File: src/rtl/conversor_comp2_pkg.sv
// Shared ALU definitions: default operand width, the most-negative pattern
// and the register reset value used by the negation unit.
package conversor_comp2_pkg;

   localparam int DEFAULT_WIDTH = 6;
   localparam int MAX_WIDTH     = 64;

   localparam logic [MAX_WIDTH-1:0] RESET_VALUE = '0;

   // Callers truncate the result to their own operand width.
   function automatic logic [MAX_WIDTH-1:0] most_negative(input int width);
      logic [MAX_WIDTH-1:0] one;
      one = 1;
      return one << (width - 1);
   endfunction

endpackage

File: src/rtl/comp2_incrementer.sv
// Combinational ripple-carry +cin over a WIDTH-bit operand; the full carry
// chain is exported so the adder's carry-in path can reuse this block.
module comp2_incrementer
   import conversor_comp2_pkg::*;
#(
   parameter int WIDTH = DEFAULT_WIDTH
) (
   input  logic [WIDTH-1:0] a_i,
   input  logic             cin_i,
   output logic [WIDTH-1:0] sum_o,
   output logic [WIDTH:0]   carry_o
);

   always_comb begin
      logic c;
      // NOTE: blocking assignments here so the running carry updates within one evaluation.
      sum_o   = '0;
      carry_o = '0;
      c       = cin_i;
      for (int i = 0; i < WIDTH; i++) begin
         carry_o[i] = c;
         sum_o[i]   = a_i[i] ^ c;
         c          = a_i[i] & c;
      end
      carry_o[WIDTH] = c;
   end

endmodule

File: src/rtl/conversor_comp2.sv
// Registered two's-complement negation: A_convertido <= ~A + 1 and ovf flags
// the most-negative operand; both outputs appear one clock after A is sampled.
module conversor_comp2
   import conversor_comp2_pkg::*;
#(
   parameter int WIDTH = DEFAULT_WIDTH
) (
   input  logic             clk,
   input  logic             rst,
   input  logic [WIDTH-1:0] A,
   output logic [WIDTH-1:0] A_convertido,
   output logic             ovf
);

   localparam logic [WIDTH-1:0] MOST_NEG  = WIDTH'(most_negative(WIDTH));
   localparam logic [WIDTH-1:0] RESET_VAL = WIDTH'(RESET_VALUE);

   logic [WIDTH-1:0] a_inv;
   logic [WIDTH-1:0] a_conv_d, a_conv_q;
   logic             ovf_d, ovf_q;
   // Only the adder's carry-in path consumes the chain; negation needs the sum.
   logic [WIDTH:0]   carry_unused;

   assign a_inv = ~A;

   comp2_incrementer #(
      .WIDTH (WIDTH)
   ) u_incrementer (
      .a_i     (a_inv),
      .cin_i   (1'b1),
      .sum_o   (a_conv_d),
      .carry_o (carry_unused)
   );

   assign ovf_d = (A == MOST_NEG);

   always_ff @(posedge clk) begin
      // NOTE: non-blocking assignments for registered state avoid simulation ordering races.
      if (rst) begin
         a_conv_q <= RESET_VAL;
         ovf_q    <= 1'b0;
      end else begin
         a_conv_q <= a_conv_d;
         ovf_q    <= ovf_d;
      end
   end

   assign A_convertido = a_conv_q;
   assign ovf          = ovf_q;

endmodule

File: config.mk
export PLATFORM = sky130hd
export DESIGN_NAME = conversor_comp2
export DESIGN_NICKNAME = d
export VERILOG_FILES = /design/src/rtl/conversor_comp2_pkg.sv /design/src/rtl/comp2_incrementer.sv /design/src/rtl/conversor_comp2.sv
export SDC_FILE = /design/constraint.sdc
export NUM_CORES = 1
export LEC_CHECK = 0
export CELL_PAD_IN_SITES_DETAIL_PLACEMENT = 0
export CELL_PAD_IN_SITES_GLOBAL_PLACEMENT = 2
export CORE_MARGIN = 2
export CORE_UTILIZATION = 21
export DETAILED_ROUTE_END_ITERATION = 8
export PLACE_DENSITY_LB_ADDON = 0.1
export SETUP_SLACK_MARGIN = 0.4
export SLEW_MARGIN = 20
export SYNTH_ARGS = -nofsm -noshare
export SYNTH_HDL_FRONTEND = slang
export SYNTH_SLANG_ARGS = --single-unit
File: constraint.sdc
create_clock -name clk -period 3.75 [get_ports clk]
set_input_delay 0.375 -clock clk [delete_from_list [all_inputs] [get_ports clk]]
set_output_delay 0.375 -clock clk [all_outputs]
set_load 0.005 [all_outputs]
==> results.cfg, run 1 <==
[outcome]
status = finished, final reports clean

[worst_setup_path]
crit_path_start_kind = primary input
critPathMaxFanout = 2
cp.required_ns = 3.88
worst_setup_path_end_kind = flip-flop
path_class = primary input to flip-flop
arrival_ns = 1.90

[synth]
netlist_instances = 25
yosys_warnings = 0
syn_area_per_cell_sq_um = 11.3
synth-simple-area-share = 0.227
synth_mux_area_frac = 0
seq_area_frac_synth = 0.498
syn-num-nets = 37
synth_area_sq_um = 282
synth_xor_area_frac = 0.0311
synth-compound-area-share = 0
synth_top_family_by_area = simple AND/OR/NAND/NOR gates
synth-seq-cells = 7
ys_types = 8
synth_fa_ha_area_frac = 0.178

[floorplanning]
die_area_sq_um = 1650
fp.dieH_um = 40.6
boundaryPins = 15
initial_core_util = 0.222
die_w_um = 40.6
core_sq_um = 1270
rows = 13

[clock_tree]
postCtsSetupBuffers = 0
ctsResizeCount = 0
clkTransAtPathRegs_ns = 0.05
cts_tree = built
cts_hold_buffers = 0
clockRootBuffer = clkbuf_4
htreeDepth = 1
numCtsBuffers = 3
cts_max_path_buffers = 2
cts.sinks = 7

[final_layout]
drive_above_1_share = 0.186
diodes = 0
syn_to_final_growth_pct = 65.8
n_fill_cell = 138
fin_nets = 56
regArea_sq_um = 140
multiInputGateArea_sq_um = 123

[timing]
max_clock_freq_ghz = 0.566
fin_hold_ws_ns = 0.693
hold_viol = 0
drv_slew = 0
worst_slew_pin_slew_ns = 0.235
finalSetupTns_ns = 0
rsz0062_at_grt = false
finalSetupViolations = 0
slew-limit-headroom = 0.843
period_minus_slack_ns = 1.77
fin_crit_sh = 0.471

[drt]
wire_per_inst_um = 7.88
drt-initial-drc-count = 2
drc = 0
vias = 202
vias_per_cell = 3.48
drt_wl_total_um = 457
antenna_left = 0
firstDrtPassIters = 2

[global_routing]
grt_pass1_vias = 180
grt_max_degree = 8
grt_util_all_layers = 0.0678
antenna_found_initial = 0
grt_overflow = 0
grt_pass1_wl_um = 662

[power]
p_leak_uw = 0.000223
combPwrFrac = 0.157
clock_power_share = 0.372
power_per_cell_area_nw_per_um2 = 365
intPower_uw = 138
p_sw_uw = 32.1
seq_power_share = 0.471
vdd_drop_max_v = 0.0000736
switching_share = 0.189

[place]
dpl.hpwl_um = 392
io_buffers = 14
gp_congestion = 0.657

[min_path]
min_path_type = primary input to flip-flop

[flow_run]
drv_cap = 0
final cells by class:
class / count / share of cell area
Clock buffer: 4 / 0.0563
Tap cell: 15 / 0.0402
Timing Repair Buffer: 14 / 0.300
Sequential cell: 7 / 0.300
Multi-Input combinational cell: 13 / 0.263
Inverter: 5 / 0.0402
path summary, 6_finish.rpt:
| kind | cells past startpoint | start | end |
|---|---|---|---|
| max | 7 | A[0] | A_convertido[4] |
| min | 3 | A[0] | A_convertido[0] |
critical path: stages:
cell             delay [ns]
clkdlybuf4s50_1        0.45
inv_1                  0.05
ha_1                   0.21
ha_1                   0.19
ha_1                   0.18
ha_1                   0.26
and2b_2                0.19
registers in the layout, summed over array words and instances (netlist names):
register      cells
ovf               1
A_convertido      6
cell usage after synthesis, drive strengths merged:
cell,count,share of area
dfxtp,7,0.50
inv,5,0.067
and2b,4,0.12
ha,4,0.18
nor2,2,0.027
and3,1,0.022
nor4b,1,0.053
xor2,1,0.031
layout by cell type, fill, tap and decap left out:
cell              n
clkbuf_1          1
clkbuf_4          3
nor4b_2           1
and3_1            1
inv_1             5
clkdlybuf4s50_1  14
ha_1              4
dfxtp_1           7
xor2_1            1
nor2_1            2
and2b_2           4
power by group through the flow:
stage                     Sequential [uW]  Combinational (uW)  Clock, uW
final                                80.1                26.7       63.4
after global routing                 80.1                30.1       69.8
after CTS                            80.1                27.2       67.3
after detailed placement             81.5                27.0          0
after global placement               81.3                26.7          0
after floorplan                      82.3                7.44          0
cells by family (layout without fill, tap and decap cells):
| logic type | count (synthesis) | count (layout) |
|---|---|---|
| xor gates and xnor gates | 1 | 1 |
| adders and majority gates | 4 | 4 |
| buffers and inverters | 5 | 23 |
| DFF | 7 | 7 |
| and+or+nand+nor | 8 | 8 |
metrics by stage:
step                area [sq um]  std cells  power (uW)  setup slack (ns)   util
floorplan                    282         25        89.8              2.26      -
global placement             440         54         108              1.74  0.347
detailed placement           440         54         109              1.73  0.347
CTS                          467         58         175              1.99  0.368
global route                 467         58         180              1.92  0.368
finish                       467         58         170              1.98  0.368
routing by layer:
metal  up-vias  share of wire  track usage
li1        112              -            -
met3         0           0.10       0.0163
met2        10           0.47       0.0833
met4         0              0        0.100
met5         -              0            0
met1        80           0.43       0.0787
Power figures use the tool's default switching activity.
==> run 2: changes to the inputs <==
--- a/config.mk
+++ b/config.mk
@@ -8,7 +8,7 @@
 export CELL_PAD_IN_SITES_DETAIL_PLACEMENT = 0
 export CELL_PAD_IN_SITES_GLOBAL_PLACEMENT = 2
 export CORE_MARGIN = 2
-export CORE_UTILIZATION = 21
+export CORE_UTILIZATION = 18
 export DETAILED_ROUTE_END_ITERATION = 8
 export PLACE_DENSITY_LB_ADDON = 0.1
 export SETUP_SLACK_MARGIN = 0.4
==> constraint.sdc (replaced) <==
create_clock -name clk -period 1.6 [get_ports clk]
set_input_delay 0.16 -clock clk [delete_from_list [all_inputs] [get_ports clk]]
set_output_delay 0.16 -clock clk [all_outputs]
set_load 0.005 [all_outputs]
==> results.cfg, run 2 (same netlist as run 1, synthesis figures left out) <==
[global_routing]
grtUsageMet2 = 0.0912
grt_use_met1 = 0.0789
grt_overflow = 0
grt_pass1_wl_um = 897
grt_max_degree = 8
gr-max-usage-layer = met2
grt_pass1_vias = 225
grt_util_all_layers = 0.0691
antenna_found_initial = 0
met3_usage = 0.0417

[final_layout]
syn_to_final_growth_pct = 82.2
top_register = A_convertido
diodes = 0
final_util = 0.345
instances_no_fill = 60
fin_nets = 57
final_common_cell = dlygate4sd2_1
largest_reg_flops = 6
drive_above_1_share = 0.364
layout_common_cells = 10 x dlygate4sd2_1, 7 x dfxtp_1, 4 x and2b_2, 4 x ha_4, 4 x clkdlybuf4s50_1

[worst_setup_path]
path_class = primary input to flip-flop
max_stage_delay_ns = 0.50
worst_setup_path_end_kind = flip-flop
cp.required_ns = 1.75
arrival_ns = 1.28
crit_path_start_kind = primary input
critPathSlowestCell = clkdlybuf4s50_1
critPathMaxFanout = 2
crit_chain = clkdlybuf4s50_1 -> inv_1 -> ha_4 -> ha_4 -> and2b_2
path_common_cell = ha_4

[power]
seq_power_share = 0.451
switching_share = 0.225
clock_power_share = 0.391
combPwrFrac = 0.158
vdd_drop_max_v = 0.000347
power_per_cell_area_nw_per_um2 = 808
p_leak_uw = 0.000250
p_sw_uw = 93.1
intPower_uw = 321

[clock_tree]
cts_hold_buffers = 0
clockRootBuffer = clkbuf_4
numCtsBuffers = 3
clkTransAtPathRegs_ns = 0.06
cts_tree = built
htreeDepth = 1
cts.sinks = 7
cts_max_path_buffers = 2

[timing]
rsz0062_at_grt = false
finalSetupViolations = 0
period_minus_slack_ns = 1.13
drv_slew = 0
slew-limit-headroom = 0.842
hold_viol = 0
worst_slew_pin_slew_ns = 0.237
max_clock_freq_ghz = 0.882
fin_crit_sh = 0.709

[min_path]
holdPathStages = 3
min_path_type = primary input to flip-flop

[floorplanning]
rows = 14
fp.dieH_um = 43.5
core_sq_um = 1490
initial_core_util = 0.189
die_area_sq_um = 1900
die_w_um = 43.5
boundaryPins = 15

[place]
gp_congestion = 0.667
io_buffers = 14
dpl.hpwl_um = 479
placed_cells = 55

[drt]
wire_per_inst_um = 9.35
drt-initial-drc-count = 0
drc = 0
antenna_left = 0
firstDrtPassIters = 1
drt_wl_total_um = 561
vias = 227
vias_per_cell = 3.78

[flow_run]
drv_cap = 0

[outcome]
status = finished, final reports clean
==> run 2: cell types whose count changed in the layout (fill, tap and decap cells not counted), sizes merged <==
cell	previous run	this run
clkdlybuf4s50	14	4
buf	0	1
dlygate4sd2	0	10
==> run 2: worst paths after layout <==
| path | start | endpoint | slack (ns) |
|---|---|---|---|
| worst max-delay path | A[3] | A_convertido[4] | 0.47 |
| worst min-delay path | A[0] | A_convertido[0] | 0.29 |
==> run 2: layout make-up <==
type                            count  area (sq um)
Fill cell                         157           976
Multi-Input combinational cell     13           173
Sequential cell                     7           140
Timing Repair Buffer               15           135
Clock buffer                        4          26.3
Tap cell                           16          20.0
Inverter                            5          18.8
==> run 2: routing by layer <==
metal | wire length, um | part of all wire | vias to the layer above
li1 | - | - | 116
met5 | 0 | 0 | -
met4 | 0 | 0 | 0
met3 | 52 | 0.093 | 0
met2 | 275 | 0.49 | 9
met1 | 233 | 0.42 | 102
==> run 2: worst max-delay path: cells and delay by family <==
family | cells | cell delay (ns)
adder cells (fa/ha/maj) | 2 | 0.37
AND/OR/NAND/NOR | 1 | 0.18
buffers and inverters | 2 | 0.58
==> run 2: metrics by stage <==
stage               hold slack [ns]  TNS (ns)  setup WS, ns  instance area [sq um]  total power, uW
detailed placement            0.733    -0.131       -0.0818                    482              264
floorplan                     0.227         0         0.441                    322              217
CTS                           0.285         0         0.467                    513              425
finish                        0.288         0         0.466                    513              414
global placement              0.719   -0.0803       -0.0537                    482              261
global route                  0.319         0         0.442                    513              445
==> run 2: power by group through the flow <==
stage	clock [uW]	combinational (uW)	sequential, uW
global route	186	71.9	188
detailed placement	0	72.2	191
finish	162	65.6	187
CTS	170	67.8	187
global placement	0	69.6	191
floorplan	0	23.8	193
==> run 2: what timing repair did <==
item,4_1_cts,5_1_grt
gates resized for setup,14,0
setup buffers,1,0
endpoints found under the setup margin,10,0
==> run 3: changes to the inputs <==
==> constraint.sdc (replaced) <==
create_clock -name clk -period 1 [get_ports clk]
set_input_delay 0.1 -clock clk [delete_from_list [all_inputs] [get_ports clk]]
set_output_delay 0.1 -clock clk [all_outputs]
set_load 0.005 [all_outputs]
==> results.cfg, run 3 (same netlist as run 1, synthesis figures left out) <==
[global_routing]
grt_pass1_wl_um = 966
grt_max_degree = 7
grt_pass1_vias = 229
grt_util_all_layers = 0.0742
grt_overflow = 0
antenna_found_initial = 0

[clock_tree]
htreeDepth = 1
numCtsBuffers = 3
cts_max_path_buffers = 2
cts_tree = built
cts.sinks = 7
clkTransAtPathRegs_ns = 0.05
cts_hold_buffers = 0
clockRootBuffer = clkbuf_4

[power]
total_power_uw = 689
p_leak_uw = 0.000254
power_per_cell_area_nw_per_um2 = 1290
vdd_drop_max_v = 0.000775

[worst_setup_path]
path_class = primary input to flip-flop
max_stage_delay_ns = 0.19
path_common_cell = ha_4
arrival_ns = 1.04
crit_path_start_kind = primary input
cp-startpoint = A[1]
critPathMaxFanout = 2
critPathSlowestCell = ha_4
worst_setup_path_end_kind = flip-flop
crit_chain = buf_8 -> inv_12 -> ha_4 -> ha_4 -> ha_4 -> ha_4 -> and2b_2
cp.required_ns = 1.15

[drt]
vias = 234
firstDrtPassIters = 2
drc = 0
drt_wl_total_um = 541
drt-initial-drc-count = 2
vias_per_cell = 3.77
wire_per_inst_um = 8.73
antenna_left = 0

[timing]
drv_slew = 0
finalSetupTns_ns = 0
fin_crit_sh = 0.894
period_minus_slack_ns = 0.894
fin_hold_ws_ns = 0.0636
finalSetupViolations = 0
rsz0062_at_grt = true
slew-limit-headroom = 0.870
worst_slew_pin_slew_ns = 0.195
hold_viol = 0
max_clock_freq_ghz = 1.12

[flow_run]
drv_cap = 0

[floorplanning]
die_area_sq_um = 1900
boundaryPins = 15
initial_core_util = 0.189
core_sq_um = 1490
rows = 14
die_w_um = 43.5
fp.dieH_um = 43.5

[final_layout]
finalInstanceArea_sq_um = 536
n_fill_cell = 148
multiInputGateArea_sq_um = 173
regArea_sq_um = 143
top_register = A_convertido
drive_above_1_share = 0.739
diodes = 0
layout_common_cells = 7 x buf_2, 5 x dfxtp_1, 4 x and2b_2, 4 x ha_4
final_util = 0.360
syn_to_final_growth_pct = 90.2
fin_nets = 59
largest_reg_flops = 6
final_common_cell = buf_2

[min_path]
min_path_type = primary input to flip-flop
min_from = A[0]

[place]
io_buffers = 14
placed_area_sq_um = 534
gp_congestion = 0.698

[outcome]
status = finished, final reports clean
run 3: cell count changes in the layout (fill, tap and decap cells not counted), sizes merged:
cell	change
clkdlybuf4s50	-2
clkbuf	+1
dlygate4sd2	-10
clkdlybuf4s15	+1
buf	+12
run 3: worst paths after layout:
check,end,slack [ns],depth (start not counted)
worst min-delay path,A_convertido[0],0.06,3
worst max-delay path,A_convertido[4],0.11,7
run 3: worst max-delay path, delay by kind of cell:
family                   cells  cell delay [ns]
adder cells (fa/ha/maj)      4             0.64
buffers and inverters        2             0.12
AND/OR/NAND/NOR              1             0.18
run 3: report_power, final:
part	leakage (uW)	switching, uW	internal (uW)
clock	0.0000150	114	153
sequential	0.0000586	4.02	297
combinational	0.000180	45.8	75.0
run 3: final cells by class:
| class | count | area share |
|---|---|---|
| Timing Repair Buffer | 17 | 0.252 |
| Multi-Input combinational cell | 13 | 0.322 |
| Tap cell | 16 | 0.0374 |
| Sequential cell | 7 | 0.266 |
| Inverter | 5 | 0.0724 |
| Clock buffer | 4 | 0.0491 |
run 3: per-layer routing:
metal / vias up / track usage / routed length, um
met1: 102 / 0.0967 / 246
met4: 0 / 0.0545 / 18
met3: 2 / 0.0375 / 40
li1: 120 / - / -
met2: 10 / 0.0912 / 237
met5: - / 0 / 0
run 3: repair_timing:
action                                  CTS  global route
setup buffers                             0             0
endpoints found under the setup margin   14            12
resized for setup                        54             3
pin swaps                                 6             0
run 3: stage by stage:
step                worst slack [ns]  cells
global route                  0.0877     62
global placement              -0.747     58
detailed placement            -0.752     58
floorplan                    -0.0737     25
finish                         0.106     62
CTS                            0.109     62
